<file path="config.mk">
export PLATFORM = sky130hd
export DESIGN_NAME = uart_tx_arbiter
export DESIGN_NICKNAME = d
export VERILOG_FILES = /design/src/rtl/uart_pkg.sv /design/src/rtl/rr_priority_select.sv /design/src/rtl/uart_tx_arbiter.sv
export SDC_FILE = /design/constraint.sdc
export NUM_CORES = 1
export LEC_CHECK = 0
export ABC_CLOCK_PERIOD_IN_PS = 4300
export CORE_ASPECT_RATIO = 0.5
export CORE_MARGIN = 2
export CORE_UTILIZATION = 35
export DETAILED_ROUTE_END_ITERATION = 16
export PLACE_DENSITY = 0.6
export SYNTH_ARGS = -nofsm -noshare
export SYNTH_HDL_FRONTEND = slang
export SYNTH_SLANG_ARGS = --single-unit
</file>
<file path="constraint.sdc">
create_clock -name i_clk -period 4.3 [get_ports i_clk]
set_clock_uncertainty 0.05 [all_clocks]
set_input_delay 1.29 -clock i_clk [delete_from_list [all_inputs] [get_ports i_clk]]
set_output_delay 1.29 -clock i_clk [all_outputs]
set_load 0.01 [all_outputs]
</file>
<file path="src/rtl/uart_pkg.sv">
// ---------------------------------------------------------------------------
// uart_pkg
// Shared types and constants for the UART transmit arbiter.
//   arb_state_e          : arbiter FSM states
//   UART_BYTE_W          : width of one transmitted byte
//   UART_ARB_TIMEOUT_DEF : default HOLD timeout in clock cycles
// ---------------------------------------------------------------------------
package uart_pkg;

  localparam int UART_BYTE_W          = 8;
  localparam int UART_ARB_TIMEOUT_DEF = 1024;

  typedef enum logic [2:0] {
    ST_IDLE,
    ST_SEND,
    ST_WAIT_LOW,
    ST_WAIT_HIGH,
    ST_HOLD
  } arb_state_e;

endpackage

</file>
<file path="src/rtl/rr_priority_select.sv">
// ---------------------------------------------------------------------------
// rr_priority_select
// Combinational round-robin picker: returns the first set request at or
// above the start pointer, searching upward with wrap at N.
//   req_i  [N-1:0]  : request vector
//   ptr_i  [IW-1:0] : search start index (0..N-1)
//   gnt_o  [N-1:0]  : one-hot winner (zero when no request)
//   idx_o  [IW-1:0] : winner index
//   any_o           : at least one request present
// ---------------------------------------------------------------------------
module rr_priority_select #(
  parameter int N  = 4,
  parameter int IW = $clog2(N)
) (
  input  logic [N-1:0]  req_i,
  input  logic [IW-1:0] ptr_i,
  output logic [N-1:0]  gnt_o,
  output logic [IW-1:0] idx_o,
  output logic          any_o
);

  always_comb begin
    int            j;
    logic [IW-1:0] jj;
    gnt_o = '0;
    idx_o = '0;
    any_o = 1'b0;
    for (int i = 0; i < N; i++) begin
      // Wrap explicitly at N; N need not be a power of two.
      j = int'(ptr_i) + i;
      if (j >= N) j = j - N;
      jj = IW'(j);
      if (!any_o && req_i[jj]) begin
        any_o     = 1'b1;
        gnt_o[jj] = 1'b1;
        idx_o     = jj;
      end
    end
  end

endmodule

</file>
<file path="src/rtl/uart_tx_arbiter.sv">
// ---------------------------------------------------------------------------
// uart_tx_arbiter
// Round-robin, packet-locked arbiter sharing one uart_drive transmit channel
// between P_REQ_NUM byte-stream requesters. Each byte is walked through the
// driver's level-ready handshake (valid pulse, ready falls, ready rises); the
// grant is held until the owner's last byte has left the driver.
//
// Optional feature macro: UART_ARB_TIMEOUT_EN
//   defined   : a HOLD counter force-releases a stalled packet after
//               P_TIMEOUT cycles and pulses o_timeout.
//   undefined : HOLD waits indefinitely, o_timeout is tied 0.
//
// Ports
//   i_clk, i_rst_n    : user clock, async active-low reset
//   i_req_data        : packed request bytes, requester k at [8k+7:8k]
//   i_req_valid/last  : per-requester byte valid / end-of-packet
//   o_req_ack         : one-cycle pulse when a requester's byte is taken
//   o_grant           : one-hot channel owner, zero when no packet active
//   o_uart_tx_data    : byte to the driver, stable until the next SEND
//   o_uart_tx_valid   : one-cycle pulse to the driver
//   i_uart_tx_ready   : driver idle (level)
//   o_busy            : FSM not in IDLE
//   o_timeout         : one-cycle pulse on forced release
// ---------------------------------------------------------------------------
module uart_tx_arbiter
  import uart_pkg::*;
#(
  parameter int P_REQ_NUM = 4,
  parameter int P_TIMEOUT = UART_ARB_TIMEOUT_DEF
) (
  input  logic                               i_clk,
  input  logic                               i_rst_n,
  input  logic [P_REQ_NUM*UART_BYTE_W-1:0]   i_req_data,
  input  logic [P_REQ_NUM-1:0]               i_req_valid,
  input  logic [P_REQ_NUM-1:0]               i_req_last,
  output logic [P_REQ_NUM-1:0]               o_req_ack,
  output logic [P_REQ_NUM-1:0]               o_grant,
  output logic [UART_BYTE_W-1:0]             o_uart_tx_data,
  output logic                               o_uart_tx_valid,
  input  logic                               i_uart_tx_ready,
  output logic                               o_busy,
  output logic                               o_timeout
);

  localparam int IW = $clog2(P_REQ_NUM);

  if (P_REQ_NUM < 2 || P_REQ_NUM > 8) begin : g_bad_req_num
    $error("uart_tx_arbiter: P_REQ_NUM must be 2..8");
  end
  if (P_TIMEOUT < 2) begin : g_bad_timeout
    $error("uart_tx_arbiter: P_TIMEOUT must be >= 2");
  end

  logic [P_REQ_NUM-1:0][UART_BYTE_W-1:0] req_bytes;
  assign req_bytes = i_req_data;

  arb_state_e                 state_q;
  logic [IW-1:0]              ptr_q, idx_q, ptr_d;
  logic                       last_q;
  logic [UART_BYTE_W-1:0]     data_q;
  logic [P_REQ_NUM-1:0]       grant_q, ack_q;
  logic                       valid_q, busy_q;

  logic [P_REQ_NUM-1:0]       sel_gnt;
  logic [IW-1:0]              sel_idx;
  logic                       sel_any;

  rr_priority_select #(
    .N  (P_REQ_NUM),
    .IW (IW)
  ) u_sel (
    .req_i (i_req_valid),
    .ptr_i (ptr_q),
    .gnt_o (sel_gnt),
    .idx_o (sel_idx),
    .any_o (sel_any)
  );

  // Pointer after releasing owner idx_q; wraps at P_REQ_NUM, not 2**IW.
  assign ptr_d = (idx_q == IW'(P_REQ_NUM - 1)) ? '0 : idx_q + IW'(1);

`ifdef UART_ARB_TIMEOUT_EN
  localparam int CW = $clog2(P_TIMEOUT);
  logic [CW-1:0] cnt_q;
  logic          timeout_q;
  assign o_timeout = timeout_q;
`else
  assign o_timeout = 1'b0;
`endif

  always_ff @(posedge i_clk or negedge i_rst_n) begin
    if (!i_rst_n) begin
      state_q   <= ST_IDLE;
      ptr_q     <= '0;
      idx_q     <= '0;
      last_q    <= 1'b0;
      data_q    <= '0;
      grant_q   <= '0;
      ack_q     <= '0;
      valid_q   <= 1'b0;
      busy_q    <= 1'b0;
`ifdef UART_ARB_TIMEOUT_EN
      cnt_q     <= '0;
      timeout_q <= 1'b0;
`endif
    end else begin
      // Pulse outputs default low; set only on the transitions that fire them.
      ack_q   <= '0;
      valid_q <= 1'b0;
`ifdef UART_ARB_TIMEOUT_EN
      timeout_q <= 1'b0;
`endif
      case (state_q)
        ST_IDLE: begin
          if (i_uart_tx_ready && sel_any) begin
            idx_q   <= sel_idx;
            data_q  <= req_bytes[sel_idx];
            last_q  <= i_req_last[sel_idx];
            grant_q <= sel_gnt;
            ack_q   <= sel_gnt;
            valid_q <= 1'b1;
            busy_q  <= 1'b1;
            state_q <= ST_SEND;
          end
        end
        ST_SEND: state_q <= ST_WAIT_LOW;
        // Ready low means the driver has latched the byte.
        ST_WAIT_LOW: if (!i_uart_tx_ready) state_q <= ST_WAIT_HIGH;
        ST_WAIT_HIGH: begin
          if (i_uart_tx_ready) begin
            if (last_q) begin
              grant_q <= '0;
              ptr_q   <= ptr_d;
              busy_q  <= 1'b0;
              state_q <= ST_IDLE;
            end else begin
`ifdef UART_ARB_TIMEOUT_EN
              cnt_q   <= '0;
`endif
              state_q <= ST_HOLD;
            end
          end
        end
        ST_HOLD: begin
          // Only the owner is looked at; other valids wait for IDLE.
          if (i_req_valid[idx_q]) begin
            data_q  <= req_bytes[idx_q];
            last_q  <= i_req_last[idx_q];
            ack_q   <= grant_q;
            valid_q <= 1'b1;
            state_q <= ST_SEND;
          end
`ifdef UART_ARB_TIMEOUT_EN
          else if (cnt_q == CW'(P_TIMEOUT - 1)) begin
            grant_q   <= '0;
            ptr_q     <= ptr_d;
            busy_q    <= 1'b0;
            timeout_q <= 1'b1;
            state_q   <= ST_IDLE;
          end else begin
            cnt_q <= cnt_q + CW'(1);
          end
`endif
        end
        default: state_q <= ST_IDLE;
      endcase
    end
  end

  assign o_req_ack       = ack_q;
  assign o_grant         = grant_q;
  assign o_uart_tx_data  = data_q;
  assign o_uart_tx_valid = valid_q;
  assign o_busy          = busy_q;

endmodule

</file>
==> results of run 1 <==
==> cells in the final DEF, fill, tap and decap left out, types with 2 or more instances in the layout <==
master and instances:
a22oi_1 5, clkdlybuf4s50_1 60, and3_1 10, nand2b_1 2, nand2_1 21, o32a_1 2
nand3_1 19, a21o_1 8, a32o_1 2, inv_1 4, o21ai_0 14, nor2_1 22
mux2i_1 20, buf_4 4, dfrtp_1 26, ha_1 8, a21oi_1 7, clkbuf_16 3
mux2_2 3, a221oi_1 4, mux4_2 11
==> critical path, cell delays in order <==
cell and delay, ns:
clkdlybuf4s50_1 0.60, mux4_2 0.66, nor2b_2 0.26, a221o_1 0.20, buf_4 0.32, mux2i_1 0.25
nand3_1 0.10, and3_1 0.19
==> per-stage QoR <==
step,hold slack (ns),area [µm²],power [W]
after floorplan,0.437,2120,0.00123
after global placement,0.426,2730,0.00149
final,0.450,2810,0.00171
after global routing,0.471,2810,0.00184
after detailed placement,0.440,2730,0.00151
after CTS,0.456,2810,0.00172
==> layer usage <==
metal  global-route usage [%]  wire [µm]  up-vias
met5                        0          0        -
met4                     2.26          0        0
met3                     2.66        273        0
met2                     28.7       2670       61
met1                     21.3       2360      929
li1                         -          -      928
==> power by group <==
group | total, W | internal (W) | switching, W
Combinational | 0.00104 | 0.000536 | 0.000504
Clock | 0.000201 | 0.000123 | 0.0000783
Sequential | 0.000466 | 0.000342 | 0.000124
==> logic make-up after synthesis <==
group,Yosys count,share of synthesized area [%]
AOI/OAI and AO/OA,48,15.4
adders and majority gates,8,4.72
buffers and inverters,21,5.90
DFF,26,30.7
muxes,35,24.0
other,1,0.177
and+or+nand+nor,83,19.2
==> state kept, by name, summed over array words and instances (netlist names) <==
register / flops
state_q: 3
o_busy: 1
o_uart_tx_data: 8
idx_q: 2
last_q: 1
o_uart_tx_valid: 1
ptr_q: 2
o_req_ack: 4
o_grant: 4
==> final cells by class <==
| type | instances | area, µm² |
|---|---|---|
| tap | 73 | 91.3 |
| timing repair buffer | 64 | 631 |
| multi-input combinational | 175 | 1350 |
| inverter | 4 | 15.0 |
| fill | 537 | 2850 |
| sequential | 26 | 651 |
| clock buffer | 3 | 75.1 |
==> path summary, 6_finish.rpt <==
path                                     end  cells after the start      startpoint
max                        o_uart_tx_data[5]                      8  i_req_valid[2]
min                               o_grant[2]                      1      o_grant[2]
max reg2reg                o_uart_tx_data[5]                      9        ptr_q[0]
min reg2reg                       o_grant[2]                      1      o_grant[2]
max in group asynchronous           ptr_q[0]                      2         i_rst_n
min in group asynchronous         o_grant[2]                      2         i_rst_n
==> metrics, run 1 <==
H-tree depth 1; area leader, netlist dfrtp_1; synthesized area ~2100 µm²; fin cells around 350; antenna violations before repair 0; status finished, final reports clean; CTS Hold Bufs 0; Worst Path Arrival 3.87 ns; Hold Crit Class reg -> reg; endpoints failing setup 0; Fin. Hold Viols 0; main area contributors after synthesis dfrtp_1 (31%), mux4_2 (12%), mux2i_1 (9.4%), ha_1 (4.7%), nand3_1 (4.5%); Die Wd 114 µm; Async SR Flop Fraction 100%; actual slew at the worst max-slew pin 0.706 ns; dpl ws 0.296 ns; Area Growth Syn to Fin 32.4%; Final Util ~50%; core area 5660 µm²; final slew viol count 0; Worst Path Required approximately 4.4 ns; Final GP Congestion 0.776; Congestion Overflow GR 0; PortBufs 60; # Max-Cap Violations 0; Clock transition at path regs 0.06 ns; TNS Setup 0 ns; TritonCTS sink count 26; Antenna Nets Post-Route 0; Pre-antenna DRT Iters 4; post_cts resized 0; Die Y-Extent 59.0 µm; Peak supply drop 0.219 mV; Post-synth EDFFs 0; post-synthesis net count 273; RSZ-0062 raised after global routing no; Setup CP Type in -> reg; die area around 6700 µm²; Post-synth top cells dfrtp_1 (26), nor2_1 (22), nand2_1 (21), mux2i_1 (20), nand3_1 (19); post-layout minimum cycle time 3.77 ns; Crit. End Element register; # nets final 325; number of vias per cell roughly 5.6; Syn Area/Cell about 9.6 µm²; Post-route DRC 0; routed wire length per instance roughly 15 µm; Post-CTS Setup Bufs 0; final WL 5300 µm; register bit total from synthesis 26; placement row count 19; Leak around 1.2 nW; Root Driver clkbuf_16; ys flop type dfrtp_1; Initial Utilization 37.5%; final worst slack 0.526 ns; Initial DRC Count 75; Reg2Reg Setup Slack 0.73 ns; placed cell count roughly 340; Critical Path Start Type primary input; Rel. slew slack 52.9%; I/O pins 62; Syn. warnings 0; Gate Count Post-Synth 222; hpwl dp 3860 µm; share of the synthesized area in the top cell type a little under a third; largest net degree at the start of global routing 27; Inserted Diodes 0; first-pass GRT wire length 8600 µm; most common cell in the netlist dfrtp_1; TritonCTS Buffers 3; Max FO, Critical Path 19; clk_lat worst skew roughly 0.26 ns; share of cells above drive strength 1 8.82%; Tot GR Track Use 16.0%; sequential share of the synthesized area around 31%; vias in the first global route around 1,800; Peak Freq about 0.26 GHz; CTS Buffer Depth 2; Yosys cell types 41; PD cells 608 nW/µm²; Final Cycle Share between 80% and 90%; TritonCTS clock tree yes; via count between 1,500 and 2,000
(Power assumes the default switching activity.)
==> run 2: changes to the inputs <==
CORE_ASPECT_RATIO = 2   (was 0.5)
==> run 2 against run 1 <==
  * Register-to-register slack improved by 0.09 ns
  * Largest power group unchanged
  * Sequential cell count did not move
  * Final area rose by 1.6%
  * Global-route usage rose by 2.6 points
  * Sequential power fell by 6.7%
==> metrics, run 2 (same netlist as run 1, synthesis figures left out) <==
Initial DRC Count 48; CP max-delay cell mux4_2; # fillers 562; RSZ-0062 raised after global routing no; Peak supply drop 0.334 mV; Gate power share between 60% and 70%; PortBufs 60; max FFs per register 8; die area 6740 µm²; CP Launch Point i_req_valid[2]; placement row count 40; Critical Path Start Type primary input; Pint 0.00109 W; Root Driver clkbuf_16; Worst Path Arrival 3.74 ns; final slew viol count 0; Die Y-Extent 114 µm; final WL just under 6000 µm; TritonCTS Buffers 3; Worst Path Required between 4 and 5 ns; number of vias per cell 5.80; Congestion Overflow GR 0; Final Cycle Share 84.8%; Fin. Hold Viols 0; Max FO, Critical Path 19; Reg2Reg Depth 9; Worst Setup EP o_uart_tx_data[2]; routed wire length per instance 17.1 µm; CTS Buffer Depth 2; Setup CP Type in -> reg; fin cells 338; post-layout minimum cycle time 3.64 ns; Hold Crit Class reg -> reg; clock share of power between 10% and 20%; I/O pins just over 60; via count 1,962; # Max-Cap Violations 0; TNS Setup 0 ns; TritonCTS clock tree yes; Sw Share 40.1%; Tot GR Track Use between 15 and 20%; Post-route DRC 0; Peak Freq 0.274 GHz; CTS Hold Bufs 0; Initial Utilization 35.6%; placed cell count 334; PD cells 638 nW/µm²; share of cells above drive strength 1 9.82%; TritonCTS sink count 26; core area 5960 µm²; largest net degree at the start of global routing 27; r2r startpoint ptr_q[0]; vias in the first global route 2,091; Leak 1.24 nW; Post-CTS Setup Bufs 0; Die Wd 59.0 µm; antenna violations before repair 0; commonest non-fill, non-tap cell in the layout clkdlybuf4s50_1; Flop pwr share 23.9%; Area Growth Syn to Fin 34.5%; Final GP Congestion 0.840; clk_lat worst skew between 0.2 and 0.3 ns; Reg2Reg Setup Slack 0.82 ns; Pre-antenna DRT Iters 4; Switch Pwr 0.000729 W; crit-path cells clkdlybuf4s50_1 > mux4_2 > nor2b_2 > a221o_1 > buf_12 > mux2i_1 > nand3_1 > and3_1; Antenna Nets Post-Route 0; Rel. slew slack 60.4%; post_cts resized 0; hpwl dp 4490 µm; Clock transition at path regs 0.07 ns; H-tree depth 1; R2R Path End o_uart_tx_data[2]; Inserted Diodes 0; commonest non-fill, non-tap cells in the layout clkdlybuf4s50_1 (60), dfrtp_1 (26), nor2_1 (22); # nets final approximately 330; max incr delay on CP 0.65 ns; Crit. End Element register; first-pass GRT wire length slightly below 10,000 µm; endpoints failing setup 0; status finished, final reports clean; actual slew at the worst max-slew pin 0.594 ns
## run 2: how the worst min path moves through the flow
stage                     slack, ns    from         end  cells after the start
after detailed placement       0.43  o_busy      o_busy                      2
after CTS                      0.44  o_busy      o_busy                      2
final                          0.44  o_busy      o_busy                      2
after global routing           0.48  o_busy      o_busy                      2
after global placement         0.41  o_busy      o_busy                      2
after floorplan                0.44  last_q  state_q[2]                      1
## run 2: layout make-up
class                           instances  area, µm²  area share, %
Inverter                                4       15.0          0.526
Multi-Input combinational cell        175       1350           47.1
Sequential cell                        26        651           22.8
Clock inverter                          1       30.0           1.05
Timing Repair Buffer                   66        658           23.1
Clock buffer                            3       75.1           2.63
Tap cell                               63       78.8           2.76
## run 2: power by group through the flow
| stage | sequential [W] | combinational, W | clock, W |
|---|---|---|---|
| floorplan | 0.000438 | 0.000791 | 0 |
| global placement | 0.000439 | 0.00110 | 0 |
| detailed placement | 0.000440 | 0.00112 | 0 |
| CTS | 0.000437 | 0.00113 | 0.000275 |
| global route | 0.000451 | 0.00123 | 0.000285 |
| finish | 0.000435 | 0.00111 | 0.000271 |
## run 2: stage by stage
| step | hold WS [ns] | util [%] | worst slack [ns] | cell area (µm²) | power [W] |
|---|---|---|---|---|---|
| 2_1_floorplan | 0.437 | - | 1.08 | 2120 | 0.00123 |
| 5_1_grt | 0.481 | 47.9 | 0.550 | 2850 | 0.00197 |
| 3_3_place_gp | 0.413 | 46.1 | 0.462 | 2750 | 0.00154 |
| 4_1_cts | 0.445 | 47.9 | 0.663 | 2850 | 0.00184 |
| 3_5_place_dp | 0.428 | 46.1 | 0.410 | 2750 | 0.00156 |
| 6_report | 0.435 | 47.9 | 0.655 | 2850 | 0.00182 |
## run 2: worst max-delay path: cells and delay by family
| family | cells | cell delay [ns] |
|---|---|---|
| muxes | 2 | 0.86 |
| buffers and inverters | 2 | 0.81 |
| and+or+nand+nor | 3 | 0.53 |
| AOI/OAI and AO/OA | 1 | 0.24 |
## run 2: metal layers
metal	track usage (%)	part of all wire (%)
met5	0	0
met4	6.67	2.7
met3	2.03	2.8
met2	35.6	57
met1	19.8	37
==> run 3: changes to the inputs <==
ABC_CLOCK_PERIOD_IN_PS = 3800   (was 4300)
clock period = 3.8 ns   (was 4.3 ns; I/O delays follow)
==> run 3 against run 2 <==
  * Die area unchanged
  * Largest power group unchanged
  * Register-to-register slack got worse by 0.05 ns
  * Sequential cell count unchanged
  * Global-route usage decreased by 0.15 points
  * Sequential power increased by 8.3%
  * First-iteration DRC count decreased by 23%
  * Utilization increased by 0.76 points
  * Clock-buffer cell count unchanged
  * Clock power increased by 15%
  * Setup slack got worse by 0.33 ns
==> metrics, run 3 (same netlist as run 1, synthesis figures left out) <==
number of vias per cell between 5 and 6; final WL roughly 5700 µm; Pre-antenna DRT Iters 5; commonest non-fill, non-tap cell in the layout clkdlybuf4s50_1; Inserted Diodes 0; TritonCTS sink count 26; Fin. Hold Viols 0; Final Cycle Share 91.5%; CTS Hold Bufs 0; clk_lat worst skew 0.26 ns; commonest non-fill, non-tap cells in the layout clkdlybuf4s50_1 (60), dfrtp_1 (26), nor2_1 (22); H-tree depth 1; Antenna Nets Post-Route 0; die area 6740 µm²; Tot GR Track Use 18.4%; endpoints failing setup 0; Root Driver clkbuf_16; Critical Path Start Type primary input; # fillers 583; Congestion Overflow GR 0; largest net degree at the start of global routing 27; post-layout minimum cycle time 3.48 ns; RSZ-0062 raised after global routing no; Max FO, Critical Path 19; Final GP Congestion 0.777; placement row count 40; hpwl dp 4460 µm; final hold slack 0.438 ns; Worst Path Required 3.91 ns; Peak supply drop 0.266 mV; Area Growth Syn to Fin 36.6%; PortBufs 60; Initial Utilization 35.6%; fin cells approximately 340; Rel. slew slack 59.0%; core area 5960 µm²; share of cells above drive strength 1 11.7%; Post-CTS Setup Bufs 0; antenna violations before repair 0; I/O pins 62; Post-route DRC 0; Worst Path Arrival 3.58 ns; via count roughly 2,000; max FFs per register 8; Initial DRC Count 37; Leak 1.27 nW; # nets final roughly 330; placed cell count 340; TNS Setup 0 ns; CTS Buffer Depth 2; first-pass GRT wire length 9630 µm; TritonCTS clock tree yes; post_cts resized 0; PD cells 720 nW/µm²; Clock transition at path regs 0.07 ns; Setup CP Type in -> reg; Die Y-Extent 114 µm; final slew viol count 0; status finished, final reports clean; routed wire length per instance 16.5 µm; Die Wd 59.0 µm; Crit. End Element register; Hold Crit Class reg -> reg; actual slew at the worst max-slew pin between 0.6 and 0.7 ns; TritonCTS Buffers 3; Peak Freq ~0.29 GHz; # Max-Cap Violations 0; vias in the first global route 2,045
run 3: cell count changes in the layout (fill, tap and decap cells not counted):
cell / previous run / this run
buf_4: 5 / 11
run 3: cell type report:
| class | count | area (µm²) | share of cell area, % |
|---|---|---|---|
| clock inverters | 1 | 30.0 | 1.04 |
| clock buffers | 3 | 75.1 | 2.59 |
| flip-flops and latches | 26 | 651 | 22.5 |
| multi-input cells | 175 | 1350 | 46.4 |
| well taps | 63 | 78.8 | 2.72 |
| repair buffers | 72 | 703 | 24.3 |
| inverters | 4 | 15.0 | 0.518 |
run 3: worst max-delay path, stage by stage:
cell and delay [ns]:
clkdlybuf4s50_1 0.56, mux4_2 0.63, nor2b_2 0.25, a221o_1 0.25
buf_12 0.20, mux2i_1 0.24, nand3_1 0.10, and3_1 0.20
run 3: through the flow:
stage / power (W) / utilization, % / setup WS [ns] / cell area, µm²
2_1_floorplan: 0.00139 / - / 0.655 / 2120
3_3_place_gp: 0.00177 / 46.9 / 0.190 / 2790
3_5_place_dp: 0.00178 / 46.9 / 0.116 / 2790
4_1_cts: 0.00210 / 48.7 / 0.394 / 2900
5_1_grt: 0.00225 / 48.7 / 0.273 / 2900
6_report: 0.00209 / 48.7 / 0.324 / 2900
run 3: path summary, 6_finish.rpt:
| path | startpoint | slack [ns] | to | depth (start not counted) |
|---|---|---|---|---|
| worst min-delay path | o_busy | 0.44 | o_busy | 2 |
| worst max register to register | ptr_q[0] | 0.77 | o_uart_tx_data[7] | 9 |
| min in group asynchronous | i_rst_n | 1.19 | ptr_q[0] | 2 |
| worst max-delay path | i_req_valid[0] | 0.32 | o_uart_tx_data[7] | 8 |
| max in group asynchronous | i_rst_n | 2.25 | o_uart_tx_valid | 2 |
| worst min register to register | o_busy | 0.44 | o_busy | 2 |
run 3: per-layer routing:
layer / vias to the layer above / part of all wire (%) / wire length, µm / track usage (%)
met5: - / 0 / 0 / 0
met4: 0 / 2.4 / 138 / 8.33
met3: 8 / 3.3 / 188 / 1.69
met2: 63 / 57 / 3270 / 34.3
met1: 976 / 37 / 2100 / 20.1
li1: 948 / - / - / -
run 3: power breakdown:
part	switching, W	internal, W	total, W
Combinational	0.000647	0.000657	0.00130
Clock	0.000101	0.000210	0.000311
Sequential	0.0000833	0.000387	0.000471
